$ cat config.mk
export PLATFORM = sky130hd
export DESIGN_NAME = bme_pp_row_gen_flat
export DESIGN_NICKNAME = d
export VERILOG_FILES = /design/src/rtl/bme_pp_row_gen_if.sv /design/src/rtl/bme_pp_row_gen.sv /design/src/flat_wrapper.sv
export SDC_FILE = /design/constraint.sdc
export NUM_CORES = 1
export LEC_CHECK = 0
export ABC_AREA = 0
export CAP_MARGIN = 20
export CORE_MARGIN = 5
export CORE_UTILIZATION = 30
export DETAILED_ROUTE_END_ITERATION = 12
export MAX_ROUTING_LAYER = met4
export PLACE_DENSITY = 0.58
export SLEW_MARGIN = 20
export SYNTH_ARGS = -nofsm -noshare
export SYNTH_HDL_FRONTEND = slang
export SYNTH_SLANG_ARGS = --single-unit
$ cat constraint.sdc
create_clock -name clk -period 1.46 [get_ports clk]
set_input_delay 0.146 -clock clk [delete_from_list [all_inputs] [get_ports clk]]
set_output_delay 0.146 -clock clk [all_outputs]
set_load 0.005 [all_outputs]
$ cat src/rtl/bme_pp_row_gen_if.sv
// Operand-pair input stream and partial-product row output stream of bme_pp_row_gen.
interface bme_pp_row_gen_if #(
   parameter int unsigned WIDTH = 8
);
   localparam int unsigned IDXW = $clog2(WIDTH);

   logic             in_valid;
   logic             in_ready;
   logic [WIDTH-1:0] in_a;
   logic [WIDTH-1:0] in_b;
   logic             in_signed;
   logic             pp_valid;
   logic             pp_ready;
   logic [WIDTH-1:0] pp_row;
   logic [IDXW-1:0]  pp_idx;
   logic             pp_last;
   logic             pp_signed;

   // Upstream/downstream environment side.
   modport master (
      output in_valid, in_a, in_b, in_signed, pp_ready,
      input  in_ready, pp_valid, pp_row, pp_idx, pp_last, pp_signed
   );

   // Row generator side.
   modport slave (
      input  in_valid, in_a, in_b, in_signed, pp_ready,
      output in_ready, pp_valid, pp_row, pp_idx, pp_last, pp_signed
   );
endinterface

$ cat src/rtl/bme_pp_row_gen.sv
// Row-serial partial-product generator built from BME gate cells, with optional
// Baugh-Wooley inversion mask; emits one row per accepted cycle on a valid/ready stream.
module bme_pp_row_gen #(
   parameter int unsigned WIDTH = 8
) (
   input logic              clk,
   input logic              rst,
   bme_pp_row_gen_if.slave  bus
);
   localparam int unsigned IDXW  = $clog2(WIDTH);
   localparam int unsigned CELLS = WIDTH / 2;
   localparam logic [IDXW-1:0] LAST_IDX = IDXW'(WIDTH - 1);

   localparam logic ST_IDLE = 1'b0;
   localparam logic ST_GEN  = 1'b1;

   logic             state_q;
   logic [WIDTH-1:0] a_q;
   logic [WIDTH-1:0] b_q;
   logic             sgn_q;
   logic [IDXW-1:0]  idx_q;

   logic             last;
   logic             row_done;
   logic             ready;
   logic             capture;
   logic             sel;
   logic [WIDTH-1:0] cell_row;
   logic [WIDTH-1:0] mask;

   assign last     = (idx_q == LAST_IDX);
   assign row_done = (state_q == ST_GEN) && bus.pp_ready;
   assign ready    = (state_q == ST_IDLE) || (row_done && last);
   assign capture  = bus.in_valid && ready;

   always_ff @(posedge clk) begin
      if (rst) begin
         state_q <= ST_IDLE;
         a_q     <= '0;
         b_q     <= '0;
         sgn_q   <= 1'b0;
         idx_q   <= '0;
      end else if (capture) begin
         state_q <= ST_GEN;
         a_q     <= bus.in_a;
         b_q     <= bus.in_b;
         sgn_q   <= bus.in_signed;
         idx_q   <= '0;
      end else if (row_done) begin
         if (last) begin
            // Return idx to 0 so pp_last stays low while idle.
            state_q <= ST_IDLE;
            idx_q   <= '0;
         end else begin
            idx_q <= idx_q + 1'b1;
         end
      end
   end

   assign sel = b_q[idx_q];

   // BME cell k: a=B[i], b=A[2k], c=0, d=A[2k+1]; x=ab^c, y=ad^c. Garbage outputs unused.
   for (genvar k = 0; k < CELLS; k++) begin : g_cell
      logic cell_a, cell_b, cell_c, cell_d;
      assign cell_a            = sel;
      assign cell_b            = a_q[2*k];
      assign cell_c            = 1'b0;
      assign cell_d            = a_q[2*k+1];
      assign cell_row[2*k]     = (cell_a & cell_b) ^ cell_c;
      assign cell_row[2*k+1]   = (cell_a & cell_d) ^ cell_c;
   end

   always_comb begin
      mask = '0;
      if (sgn_q) begin
         if (last) begin
            mask = {1'b0, {(WIDTH-1){1'b1}}};
         end else begin
            mask = {1'b1, {(WIDTH-1){1'b0}}};
         end
      end
   end

   assign bus.in_ready  = ready;
   assign bus.pp_valid  = (state_q == ST_GEN);
   assign bus.pp_row    = cell_row ^ mask;
   assign bus.pp_idx    = idx_q;
   assign bus.pp_last   = last;
   assign bus.pp_signed = sgn_q;
endmodule
$ cat src/flat_wrapper.sv
// flat-port wrapper written by rule: the top's interface ports become plain ports
module bme_pp_row_gen_flat 
#(
   parameter int unsigned WIDTH = 8
)
  (clk, rst, bus_in_valid, bus_in_a, bus_in_b, bus_in_signed, bus_pp_ready, bus_in_ready, bus_pp_valid, bus_pp_row, bus_pp_idx, bus_pp_last, bus_pp_signed);
  bme_pp_row_gen_if #(.WIDTH(WIDTH)) bus_i ();
  input logic clk;
  input logic rst;
  input wire logic [$bits(bus_i.in_valid)-1:0] bus_in_valid;
  input wire logic [$bits(bus_i.in_a)-1:0] bus_in_a;
  input wire logic [$bits(bus_i.in_b)-1:0] bus_in_b;
  input wire logic [$bits(bus_i.in_signed)-1:0] bus_in_signed;
  input wire logic [$bits(bus_i.pp_ready)-1:0] bus_pp_ready;
  output wire logic [$bits(bus_i.in_ready)-1:0] bus_in_ready;
  output wire logic [$bits(bus_i.pp_valid)-1:0] bus_pp_valid;
  output wire logic [$bits(bus_i.pp_row)-1:0] bus_pp_row;
  output wire logic [$bits(bus_i.pp_idx)-1:0] bus_pp_idx;
  output wire logic [$bits(bus_i.pp_last)-1:0] bus_pp_last;
  output wire logic [$bits(bus_i.pp_signed)-1:0] bus_pp_signed;
  assign bus_i.in_valid = bus_in_valid;
  assign bus_i.in_a = bus_in_a;
  assign bus_i.in_b = bus_in_b;
  assign bus_i.in_signed = bus_in_signed;
  assign bus_i.pp_ready = bus_pp_ready;
  assign bus_in_ready = bus_i.in_ready;
  assign bus_pp_valid = bus_i.pp_valid;
  assign bus_pp_row = bus_i.pp_row;
  assign bus_pp_idx = bus_i.pp_idx;
  assign bus_pp_last = bus_i.pp_last;
  assign bus_pp_signed = bus_i.pp_signed;
  bme_pp_row_gen #(.WIDTH(WIDTH)) u_core (.clk(clk), .rst(rst), .bus(bus_i));
endmodule
* Word-level counts from Yosys, hierarchy flattened *
Cells that the tools add are included.

storage, ports and cells
  register bits after elaboration = 21
  input port bits = 21
  output and inout port bits = 15
  word-level logic and storage cells = 34

cells by class
  add/subtract/negate cells = 1
  magnitude comparators = 1
  equal/unequal tests = 1
  multiplexer cells = 8
  bitwise logic cells = 10
  reductions and logical operators = 8

operators by type and width
  kind                   number
  $mux W8                2
  $and A1 B1 Y1          8
  $xor A8 B8 Y8          1
  $lt A3 B4 Y1 const B   1
  $mux W1                4
  $reduce_bool A2 Y1     2
  $add A3 B1 Y3 const B  1
  $bmux W1 S3            1
  $eq A3 B3 Y1 const B   1
  $logic_and A1 B1 Y1    3
  $mux W3                1
  $reduce_and A2 Y1      1
  $reduce_or A2 Y1       1
  $logic_or A1 B1 Y1     1
  $not A1 Y1             1

* Depth between registers and ports, before layout *
Gate-level depths: netlist (run 1).

  depth after elaboration = 6
  gate-level depth with buffers = 8
  depth with buffers taken out = 6

* Worst setup path after synthesis (run 1) *
No wires, ideal clock.

  path kind = flip-flop to flip-flop
  start = reg u_core.idx_q[1], in the netlist u_core.bus.pp_idx[1]
  end = reg u_core.a_q[0]
  library setup time = 0.132 ns
  data arrival time = 1.494 ns
  data required time = 1.328 ns
  setup slack = -0.166 ns
  stages on the path, launching flop included = 9
  path buffers = 2
  clock period less this slack = 1.626 ns
  cells stage by stage = dfxtp_1 > ha_1 > ha_1 > a21bo_2 > and2_4 > buf_6 > buf_6 > nand2_1 > a21oi_1

between the ends
  word-level cells in the longest chain between the ends = 4

RTL lines
  what                      line                  RTL
  start: declaration        bme_pp_row_gen.sv:21  logic [IDXW-1:0] idx_q;
  start signal: assignment  bme_pp_row_gen.sv:55  idx_q <= idx_q + 1'b1;
  $eq A3 B3 Y1              bme_pp_row_gen.sv:31  assign last = (idx_q == LAST_IDX);
  net bus_pp_last           flat_wrapper.sv:19    output wire logic [$bits(bus_i.pp_last)-1:0] bus_pp_last;
  $logic_and A1 B1 Y1       bme_pp_row_gen.sv:33  assign ready = (state_q == ST_IDLE) || (row_done && last);
  $logic_or A1 B1 Y1        bme_pp_row_gen.sv:33
  net bus_in_ready          flat_wrapper.sv:15    output wire logic [$bits(bus_i.in_ready)-1:0] bus_in_ready;
  $logic_and A1 B1 Y1       bme_pp_row_gen.sv:34  assign capture = bus.in_valid && ready;
  end signal: assignment    bme_pp_row_gen.sv:45  a_q <= bus.in_a;
  end: declaration          bme_pp_row_gen.sv:18  logic [WIDTH-1:0] a_q;

The timed path passes the listed nets, and every way through them passes these cells.
A chain may end at the register's enable or synchronous reset.

* Worst setup path in the final report (run 1) *
  start = reg u_core.idx_q[0], in the netlist u_core.bus.pp_idx[0]
  end = out bus_pp_row[7]

between the ends
  word-level cells in the longest chain between the ends = 4
  elaborated cells between the ends (all ways) = 7
  those cells by class = 1 x eq/ne; 4 x mux; 2 x bitwise

RTL lines
  what                                                             line                                        RTL
  $bmux W1 S3 / $eq A3 B3 Y1 (equally long branches)               bme_pp_row_gen.sv:60, bme_pp_row_gen.sv:31
  $mux W1 (implied by the code) / $mux W8 (equally long branches)  bme_pp_row_gen.sv:60, bme_pp_row_gen.sv:76
  $and A1 B1 Y1 / $mux W8 (equally long branches)                  bme_pp_row_gen.sv:70, bme_pp_row_gen.sv:75
  $xor A8 B8 Y8 (*)                                                bme_pp_row_gen.sv:86                        assign bus.pp_row = cell_row ^ mask;
  end: declaration                                                 flat_wrapper.sv:17                          output wire logic [$bits(bus_i.pp_row)-1:0] bus_pp_row;

Every way passes the cells marked *; elsewhere a longest branch is shown, timed or not. The select of a mux whose other input is x is not followed.

==> results of run 1 <==
## synth_stat cells (2+ instances only)
library cell and n:
nor2b_1 2, buf_6 3, dfxtp_1 21, clkbuf_1 2, nand3_1 7, ha_1 2, nand2_1 39, nor3_1 2
nor2_1 3, mux2i_1 5, xor2_1 7, a21oi_1 19
## sequential cells by signal, indices dropped and copies added, names as in the netlist
signal,flops
u_core.bus.pp_valid,1
u_core.bus.pp_idx,3
u_core.a_q,8
u_core.b_q,8
u_core.bus.pp_signed,1
## final timing paths
| check | to | slack [ns] | cells after the start |
|---|---|---|---|
| max | bus_pp_row[7] | -0.42 | 5 |
| min reg2reg | u_core.b_q[6] | 0.47 | 2 |
| max reg2reg | u_core.a_q[3] | -0.28 | 10 |
| min | u_core.b_q[3] | 0.38 | 3 |
## power breakdown
group          switching, mW  internal (mW)
Sequential            0.0297          0.600
Combinational          0.131          0.170
Clock                  0.185          0.107
## worst min-delay path: stages
cell             delay, ns
clkdlybuf4s50_1       0.40
nand2_1               0.06
a21oi_1               0.05
## repair_timing
action / CTS / global route
setup buffers: 5 / 1
cloned: 5 / 0
pin swaps: 38 / 11
gates resized for setup: 92 / 17
setup endpoints to repair: 32 / 33
## cell type report
cell class / instances / share of cell area
Tap cell: 46 / 0.03117
Multi-Input combinational cell: 100 / 0.4431
Inverter: 1 / 0.002033
Clock inverter: 1 / 0.003388
Timing Repair Buffer: 52 / 0.2730
Sequential cell: 21 / 0.2351
Clock buffer: 3 / 0.01220
## stage by stage
stage	setup slack (ns)	TNS (ns)	hold slack, ns	instance area, um^2
final	-0.4248	-8.139	0.3757	1847
after global routing	-0.5242	-10.24	0.3753	1847
after CTS	-0.4574	-6.127	0.3627	1846
after detailed placement	-0.4613	-5.203	0.4489	1554
after global placement	-0.4295	-4.417	0.4479	1554
after floorplan	-0.04464	-0.4253	0.2251	1085
## cell families after synthesis
| logic type | share of synthesized area |
|---|---|
| AO/OA/AOI/OAI | 0.1372 |
| buffers and inverters | 0.04773 |
| AND/OR/NAND/NOR | 0.2434 |
| flip-flops | 0.4010 |
| multiplexers | 0.07279 |
| adder cells (fa/ha/maj) | 0.02386 |
| XOR/XNOR | 0.07399 |
## metal layers
metal / up-vias / share of wire / GRT usage
met3: 0 / 0.033 / 0.03052
met2: 19 / 0.53 / 0.2373
li1: 528 / - / -
met1: 518 / 0.44 / 0.1589
met4: 0 / 0 / 0.02603
met5: - / 0 / -
## cell usage in the layout (no fill, tap or decap), drive strengths merged, types with 3 or more instances in the layout
master	instances
nand2	40
clkbuf	4
buf	26
dfxtp	21
nand3	7
and2	4
clkdlybuf4s50	22
a21oi	19
mux2i	5
nor2	3
xor2	7
==> impl_metrics.json, run 1 <==
{
  "status": "finished with violations",
  "violations": "setup timing",
  "worstPathArrival_ns": 1.74,
  "hold_class": "in -> reg",
  "fin_nets": 202,
  "slowest_stage": "dfxtp_4",
  "syn_nets": 148,
  "die_area_um2": 4778,
  "initial_utilization": 0.3118,
  "clock-skew-final_ns": 0.005650,
  "drive_gt1_frac": 0.5449,
  "fin_ws_ns": -0.4248,
  "clk_latency_ns": 0.31,
  "placed_cells": 211,
  "n_fill_cell": 352,
  "synth_flop_cell": "dfxtp_1",
  "synth_top_cell_by_area": "dfxtp_1",
  "final-hold-violation-count": 0,
  "instances_no_fill": 224,
  "post_drt_wl_per_cell_um": 14.02,
  "portBuffers": 35,
  "track_usage": 0.1355,
  "critPathRequiredTime_ns": 1.31,
  "worstPathBufferInverterCount": 1,
  "period_share": 1.291,
  "antenna_found_initial": 0,
  "yosysWarnings": 0,
  "fin_util": 0.5491,
  "final_max_slew_viol_count": 0,
  "crit_family": "flip-flops",
  "first_pass_iters": 4,
  "power_density_nw_per_um2": 661.9,
  "die_y_um": 69.12,
  "synth_edf_count": 0,
  "clk_pin_slew_worst_paths_ns": 0.12,
  "crit_path_end_kind": "output port",
  "cts_max_level": 1,
  "route.vias.total": 1065,
  "synth_top_area_frac": 0.4010,
  "timing.max_cap.violations": 0,
  "grt_pass1_vias": 1069,
  "crit_start": "u_core.bus.pp_idx[0]",
  "clk_path_buf_depth": 2,
  "grt_max_degree": 22,
  "drt-initial-drc-count": 20,
  "grt-ovfl-total": 0,
  "synthCells": 125,
  "antenna_left": 0,
  "viasPerCell": 4.754,
  "place.gp.congestion": 0.6778,
  "drc": 0,
  "core-area_um2": 3363,
  "ff_latch_area_um2": 434.2,
  "avgSynthCellArea_um2": 8.388,
  "path_class": "reg -> out",
  "pin_count": 36,
  "power_mw": 1.222,
  "place_hpwl_um": 1926,
  "ys_types": 25,
  "async_flop_share": 0,
  "rr_startpoint": "u_core.bus.pp_idx[0]",
  "diodes": 0,
  "cts_tree": "yes",
  "cpPeakStageDelay_ns": 0.43,
  "cts_sinks": 21,
  "cts_hold_buf": 0,
  "leakage_nw": 0.7349,
  "numCtsBuffers": 3,
  "grt_setup_unrepaired": "true",
  "multi_input_area_um2": 818.3,
  "critPathMaxFanout": 8,
  "rows": 21,
  "cts_root_buf": "clkbuf_4",
  "grt_pass1_wl_um": 5154,
  "slew_headroom": 0.7680,
  "vdd.ir_drop.worst_mv": 0.5026,
  "hp-start": "bus_in_b[3]",
  "ys_top_cells_by_area": "dfxtp_1 (40%), nand2_1 (14%), a21oi_1 (9.1%), xor2_1 (5.8%), mux2i_1 (4.8%)",
  "synth_seq_area_share": 0.4010,
  "die_x_um": 69.12,
  "ys_ff_latch": 21,
  "path_cells": "mux2_4 > a2bb2oi_4 > and4_4 > xnor2_2 > buf_2",
  "netlist_area_um2": 1049,
  "tightest_slew_ns": 0.3469,
  "wl_um": 3141,
  "area_growth_pct": 76.13,
  "max_freq_mhz": 530.6,
  "critPathLaunchType": "flop",
  "period_needed_ns": 1.885,
  "final-setup-viol-count": 32
}
Note: power is estimated with default switching activity, not from simulation.
==> run 2: changes to the inputs <==
--- a/config.mk
+++ b/config.mk
@@ -5,14 +5,14 @@
 export SDC_FILE = /design/constraint.sdc
 export NUM_CORES = 1
 export LEC_CHECK = 0
-export ABC_AREA = 0
+export ABC_AREA = 1
 export CAP_MARGIN = 20
 export CORE_MARGIN = 5
 export CORE_UTILIZATION = 30
 export DETAILED_ROUTE_END_ITERATION = 12
 export MAX_ROUTING_LAYER = met4
 export PLACE_DENSITY = 0.58
-export SLEW_MARGIN = 20
+export SLEW_MARGIN = 10
 export SYNTH_ARGS = -nofsm -noshare
 export SYNTH_HDL_FRONTEND = slang
 export SYNTH_SLANG_ARGS = --single-unit
==> run 2 against run 1 <==
The flow still finishes with violations (setup timing). Critical path depth increased by 3. Cell area grew 11%. Area after synthesis up 3.2%. Die area is 2.8% higher. Via count up 21%. Worst hold slack improved by 0.0047 ns. Clock skew is 0.0011 ns higher. Synthesized cell count up 21%. Critical endpoint is now bus_pp_row[2].
==> impl_metrics.json, run 2 <==
{
  "synth_seq_area_share": 0.3884,
  "period_needed_ns": 1.866,
  "ys_ff_latch": 21,
  "whs_endpoint": "u_core.bus.pp_valid",
  "die_y_um": 70.07,
  "drc": 0,
  "drt-initial-drc-count": 73,
  "layout_common_cells": "nand2_1 (25), nor2_1 (22), clkdlybuf4s50_1 (22), buf_4 (22), dfxtp_1 (16)",
  "critPathRequiredTime_ns": 1.31,
  "final-hold-violation-count": 0,
  "tightest_slew_ns": 0.3386,
  "clock-skew-final_ns": 0.006772,
  "hold_slack_ns": 0.3804,
  "max_freq_mhz": 536.0,
  "yosysMostFrequentCell": "nand2_1",
  "rr_startpoint": "u_core.bus.pp_idx[1]",
  "antenna_left": 0,
  "grt_pass1_wl_um": 5837,
  "pin_count": 36,
  "synth_edf_count": 0,
  "min_delay_path_depth": 2,
  "r2r_slack_ns": -0.21,
  "place_hpwl_um": 2165,
  "initial_utilization": 0.3168,
  "rows": 21,
  "yosys-top-cells-count": "nand2_1 (31), nor2_1 (23), dfxtp_1 (21)",
  "die_x_um": 70.07,
  "grt_setup_unrepaired": "true",
  "core-area_um2": 3416,
  "cts_tree": "yes",
  "drive_gt1_frac": 0.4533,
  "synth_top_area_frac": 0.3884,
  "antenna_found_initial": 0,
  "power_density_nw_per_um2": 662.2,
  "status": "finished with violations",
  "synth_flop_cell": "dfxtp_1",
  "placed_cells": 246,
  "async_flop_share": 0,
  "post_drt_wl_per_cell_um": 13.15,
  "timing.max_cap.violations": 0,
  "clk_path_buf_depth": 2,
  "hold_class": "in -> reg",
  "violations": "setup timing",
  "viasPerCell": 4.760,
  "worstPathArrival_ns": 1.72,
  "final-setup-viol-count": 31,
  "avgSynthCellArea_um2": 7.167,
  "diodes": 0,
  "area_growth_pct": 90.17,
  "clk_latency_ns": 0.31,
  "cts_root_buf": "clkbuf_4",
  "first_pass_iters": 4,
  "path_class": "reg -> out",
  "fin_util": 0.6026,
  "critPathMaxFanout": 5,
  "vdd.ir_drop.worst_mv": 0.3813,
  "yosysWarnings": 0,
  "netlist_area_um2": 1082,
  "ys_top_cells_by_area": "dfxtp_1 (39%), nand2_1 (11%), nor2_1 (8.0%), o21ai_1 (7.9%), a21oi_1 (5.1%)",
  "fin_ws_ns": -0.4057,
  "period_share": 1.278,
  "final_common_cell": "nand2_1",
  "critPathLaunchType": "flop",
  "ys_types": 22,
  "syn_nets": 174,
  "track_usage": 0.1484,
  "fin_nets": 249,
  "clk_pin_slew_worst_paths_ns": 0.12,
  "cts_hold_buf": 0,
  "slew_headroom": 0.7740,
  "r2r_cells": 11,
  "final_max_slew_viol_count": 0,
  "tns_ns": -6.768,
  "die_area_um2": 4909,
  "place.gp.congestion": 0.8034,
  "grt-ovfl-total": 0,
  "r2r_end": "u_core.b_q[2]",
  "leakage_nw": 0.9086,
  "route.vias.total": 1290,
  "synth_top_cell_by_area": "dfxtp_1",
  "dp_worst_setup_slack_ns": -0.4037,
  "grt_pass1_vias": 1317,
  "crit_path_end_kind": "output port",
  "synthCells": 151,
  "wl_um": 3563,
  "numCtsBuffers": 3,
  "cts_sinks": 21,
  "hp-start": "rst",
  "cts_max_level": 1,
  "instances_no_fill": 271,
  "grt_max_degree": 14,
  "portBuffers": 35
}
-- run 2: cell types whose count changed after synthesis, sizes merged, moves of 2 or more --
cell   before  now
a21oi      19   11
inv         1   12
mux2        2    0
mux2i       5    0
nand2      40   33
nand3       7   14
nand4       0    8
nor2        3   23
nor2b       2    0
o21ai       0   17
xor2        7    0
-- run 2: kinds of logic (layout without fill, tap and decap cells) --
| group | count (synthesis) | after routing | share of synthesized area |
|---|---|---|---|
| adder cells (fa/ha/maj) | 2 | 2 | 0.02312 |
| flip-flops | 21 | 21 | 0.3884 |
| buffers and inverters | 20 | 92 | 0.1145 |
| AND/OR/NAND/NOR | 80 | 82 | 0.3445 |
| AO/OA/AOI/OAI | 28 | 28 | 0.1295 |
-- run 2: worst max-delay path by stage --
stage | from | end | cells after the start
final | u_core.bus.pp_idx[1] | bus_pp_row[2] | 8
after detailed placement | u_core.bus.pp_idx[0] | bus_pp_row[3] | 9
after global routing | u_core.bus.pp_idx[0] | bus_pp_row[2] | 10
after global placement | u_core.bus.pp_idx[0] | bus_pp_row[2] | 9
after CTS | u_core.bus.pp_idx[0] | bus_pp_row[0] | 10
after floorplan | u_core.bus.pp_idx[0] | u_core.b_q[6] | 8
-- run 2: cell type report --
| cell class | count | area [um^2] |
|---|---|---|
| Tap cell | 46 | 57.56 |
| Sequential cell | 21 | 431.7 |
| Timing Repair Buffer | 74 | 708.2 |
| Multi-Input combinational cell | 112 | 759.5 |
| Clock buffer | 4 | 26.28 |
| Fill cell | 316 | 1358 |
| Inverter | 14 | 75.07 |
-- run 2: per-stage QoR --
| step | power (mW) | instance area [um^2] |
|---|---|---|
| 2_1_floorplan | 0.7981 | 1086 |
| 3_3_place_gp | 0.9529 | 1619 |
| 6_report | 1.363 | 2058 |
| 5_1_grt | 1.433 | 2058 |
| 3_5_place_dp | 0.9616 | 1619 |
| 4_1_cts | 1.326 | 1943 |
-- run 2: routing by layer --
layer | global-route usage | share of wire | up-vias | wire length (um)
li1 | - | - | 654 | -
met1 | 0.1645 | 0.42 | 601 | 1488
met2 | 0.2676 | 0.52 | 31 | 1861
met3 | 0.02869 | 0.050 | 4 | 177
met4 | 0.04468 | 0.010 | 0 | 36
met5 | - | 0 | - | 0
-- run 2: critical path: stages (launching register included) --
cell and delay [ns]:
dfxtp_4 0.38, buf_6 0.11, nand3b_1 0.27, nand3_4 0.19
buf_6 0.13, nand3_2 0.06, nand2_1 0.08, nand2_1 0.06
buf_2 0.12
-- run 2: report_power, final --
part           leakage [nW]  total, mW  switching [mW]  internal (mW)
clock                0.0150      0.288           0.181          0.107
combinational         0.717      0.425           0.189          0.236
sequential            0.176      0.650          0.0363          0.614
total                 0.909       1.36           0.407          0.956
-- run 2: timing repair --
| item | CTS | global route |
|---|---|---|
| gates cloned | 3 | 0 |
| endpoints found under the setup margin | 30 | 33 |
| setup buffers | 16 | 2 |
| resized for setup | 84 | 26 |
| pin swaps | 15 | 9 |
==> run 3: changes to the inputs <==
--- a/config.mk
+++ b/config.mk
@@ -11,7 +11,7 @@
 export CORE_UTILIZATION = 30
 export DETAILED_ROUTE_END_ITERATION = 12
 export MAX_ROUTING_LAYER = met4
-export PLACE_DENSITY = 0.58
+export PLACE_DENSITY = 0.57
 export SLEW_MARGIN = 10
 export SYNTH_ARGS = -nofsm -noshare
 export SYNTH_HDL_FRONTEND = slang
==> run 3 against run 2 <==
Wire length grew 3.3%. Worst setup slack gained 0.095 ns. Sequential power about the same. Clock power increased by 2%. Combinational power is 5.6% higher. Highest routed layer unchanged. Critical path type unchanged. Sequential share of layout area grew 0.82 points. The flow still finishes with violations (setup timing). Via count decreased by 0.39%. Die area stayed put. Register-to-register slack better by 0.08 ns.
==> impl_metrics.json, run 3 (synthesis results as in run 2) <==
{
  "grt-ovfl-total": 0,
  "die_area_um2": 4909,
  "rr_startpoint": "u_core.bus.pp_idx[1]",
  "power_mw": 1.393,
  "portBuffers": 35,
  "instances_no_fill": 265,
  "clk_pin_slew_worst_paths_ns": 0.12,
  "post_drt_wl_per_cell_um": 13.89,
  "drc": 0,
  "core-area_um2": 3416,
  "ff_latch_area_um2": 432.9,
  "viasPerCell": 4.849,
  "initial_utilization": 0.3168,
  "crit_path_end_kind": "output port",
  "grt_max_degree": 19,
  "final-setup-viol-count": 26,
  "cts_root_buf": "clkbuf_4",
  "max_freq_mhz": 564.6,
  "violations": "setup timing",
  "grt_setup_unrepaired": "true",
  "clk_latency_ns": 0.31,
  "period_share": 1.213,
  "path_class": "reg -> out",
  "final_max_slew_viol_count": 0,
  "drive_gt1_frac": 0.4064,
  "period_needed_ns": 1.771,
  "route.vias.total": 1285,
  "critPathRequiredTime_ns": 1.31,
  "rows": 21,
  "critPathLaunchType": "flop",
  "r2r_end": "u_core.a_q[2]",
  "timing.max_cap.violations": 0,
  "vdd.ir_drop.worst_mv": 0.3651,
  "cts_max_level": 1,
  "multi_input_area_um2": 705.7,
  "cts_sinks": 21,
  "r2r_slack_ns": -0.13,
  "whs_endpoint": "u_core.bus.pp_valid",
  "diodes": 0,
  "place.gp.congestion": 0.8224,
  "clock-skew-final_ns": 0.01028,
  "layout_common_cells": "nand2_1 (27), clkdlybuf4s50_1 (23), nor2_1 (20)",
  "status": "finished with violations",
  "power_density_nw_per_um2": 700.9,
  "die_y_um": 70.07,
  "antenna_found_initial": 0,
  "place_hpwl_um": 2176,
  "fin_nets": 243,
  "grt_pass1_wl_um": 6065,
  "tightest_slew_ns": 0.6988,
  "cts_hold_buf": 0,
  "fin_ws_ns": -0.3111,
  "cts_tree": "yes",
  "slew_headroom": 0.5336,
  "final-hold-violation-count": 0,
  "hold_slack_ns": 0.3676,
  "pin_count": 36,
  "placed_cells": 242,
  "wl_um": 3680,
  "r2r_cells": 10,
  "die_x_um": 70.07,
  "final_common_cell": "nand2_1",
  "drt-initial-drc-count": 119,
  "min_delay_path_depth": 2,
  "grt_pass1_vias": 1208,
  "numCtsBuffers": 3,
  "hold_class": "in -> reg",
  "antenna_left": 0,
  "first_pass_iters": 4,
  "critPathMaxFanout": 7,
  "hp-start": "rst",
  "clk_path_buf_depth": 2,
  "worstPathArrival_ns": 1.63,
  "area_growth_pct": 83.58,
  "n_fill_cell": 311,
  "track_usage": 0.1607,
  "leakage_nw": 0.8665
}
run 3: changes by cell type in the layout (fill, tap and decap cells not counted), sizes merged:
cell	before	now
bufinv	0	1
clkbuf	4	5
buf	49	42
dlygate4sd2	3	2
inv	13	12
clkdlybuf4s50	22	23
run 3: stage by stage:
step / setup TNS, ns / setup WS (ns) / util / cell area [um^2]
final: -4.287 / -0.3111 / 0.5817 / 1987
after floorplan: 0 / 0.05469 / - / 1086
after CTS: -4.622 / -0.2766 / 0.5579 / 1906
after detailed placement: -4.249 / -0.3900 / 0.4615 / 1577
after global placement: -3.436 / -0.3440 / 0.4615 / 1577
after global routing: -6.882 / -0.4428 / 0.5817 / 1987
run 3: cell type report:
type / instances / share of cell area
Multi-Input combinational cell: 112 / 0.3552
Timing Repair Buffer: 68 / 0.3438
Sequential cell: 21 / 0.2179
Inverter: 14 / 0.04093
Tap cell: 46 / 0.02897
Clock buffer: 4 / 0.01322
run 3: routing by layer:
layer	vias up	share of wire	routed length [um]	track usage
li1	643	-	-	-
met5	-	0	0	-
met4	0	0.024	88	0.07660
met2	47	0.50	1837	0.2550
met3	9	0.066	242	0.04448
met1	586	0.41	1512	0.1873
run 3: how the worst max path moves through the flow:
stage,to,depth (start not counted),startpoint
4_1_cts,bus_pp_row[4],10,u_core.bus.pp_idx[0]
2_1_floorplan,u_core.b_q[6],8,u_core.bus.pp_idx[0]
6_report,bus_pp_row[4],10,u_core.bus.pp_idx[0]
5_1_grt,bus_pp_row[3],9,u_core.bus.pp_idx[0]
3_3_place_gp,bus_pp_row[4],9,u_core.bus.pp_idx[0]
3_5_place_dp,bus_pp_row[4],9,u_core.bus.pp_idx[0]
run 3: critical path, stage by stage (launching register included):
cell and delay, ns:
dfxtp_2 0.35, buf_6 0.13, inv_4 0.06, nand2_2 0.04, nand3b_1 0.14, nand3_4 0.16, buf_6 0.17, nand3_2 0.04
nand2_1 0.04, nand2_1 0.06, buf_2 0.11
run 3: timing repair:
action,4_1_cts,5_1_grt
resized for setup,73,23
buffers inserted,15,0
endpoints found under the setup margin,29,33
pin swaps,20,4
cloned,4,0
endpoints found under the hold margin,0,0
run 3: power breakdown:
| part | leakage [nW] | internal, mW | switching (mW) |
|---|---|---|---|
| clock network | 0.0150 | 0.107 | 0.186 |
| registers | 0.176 | 0.613 | 0.0381 |
| logic | 0.675 | 0.257 | 0.193 |
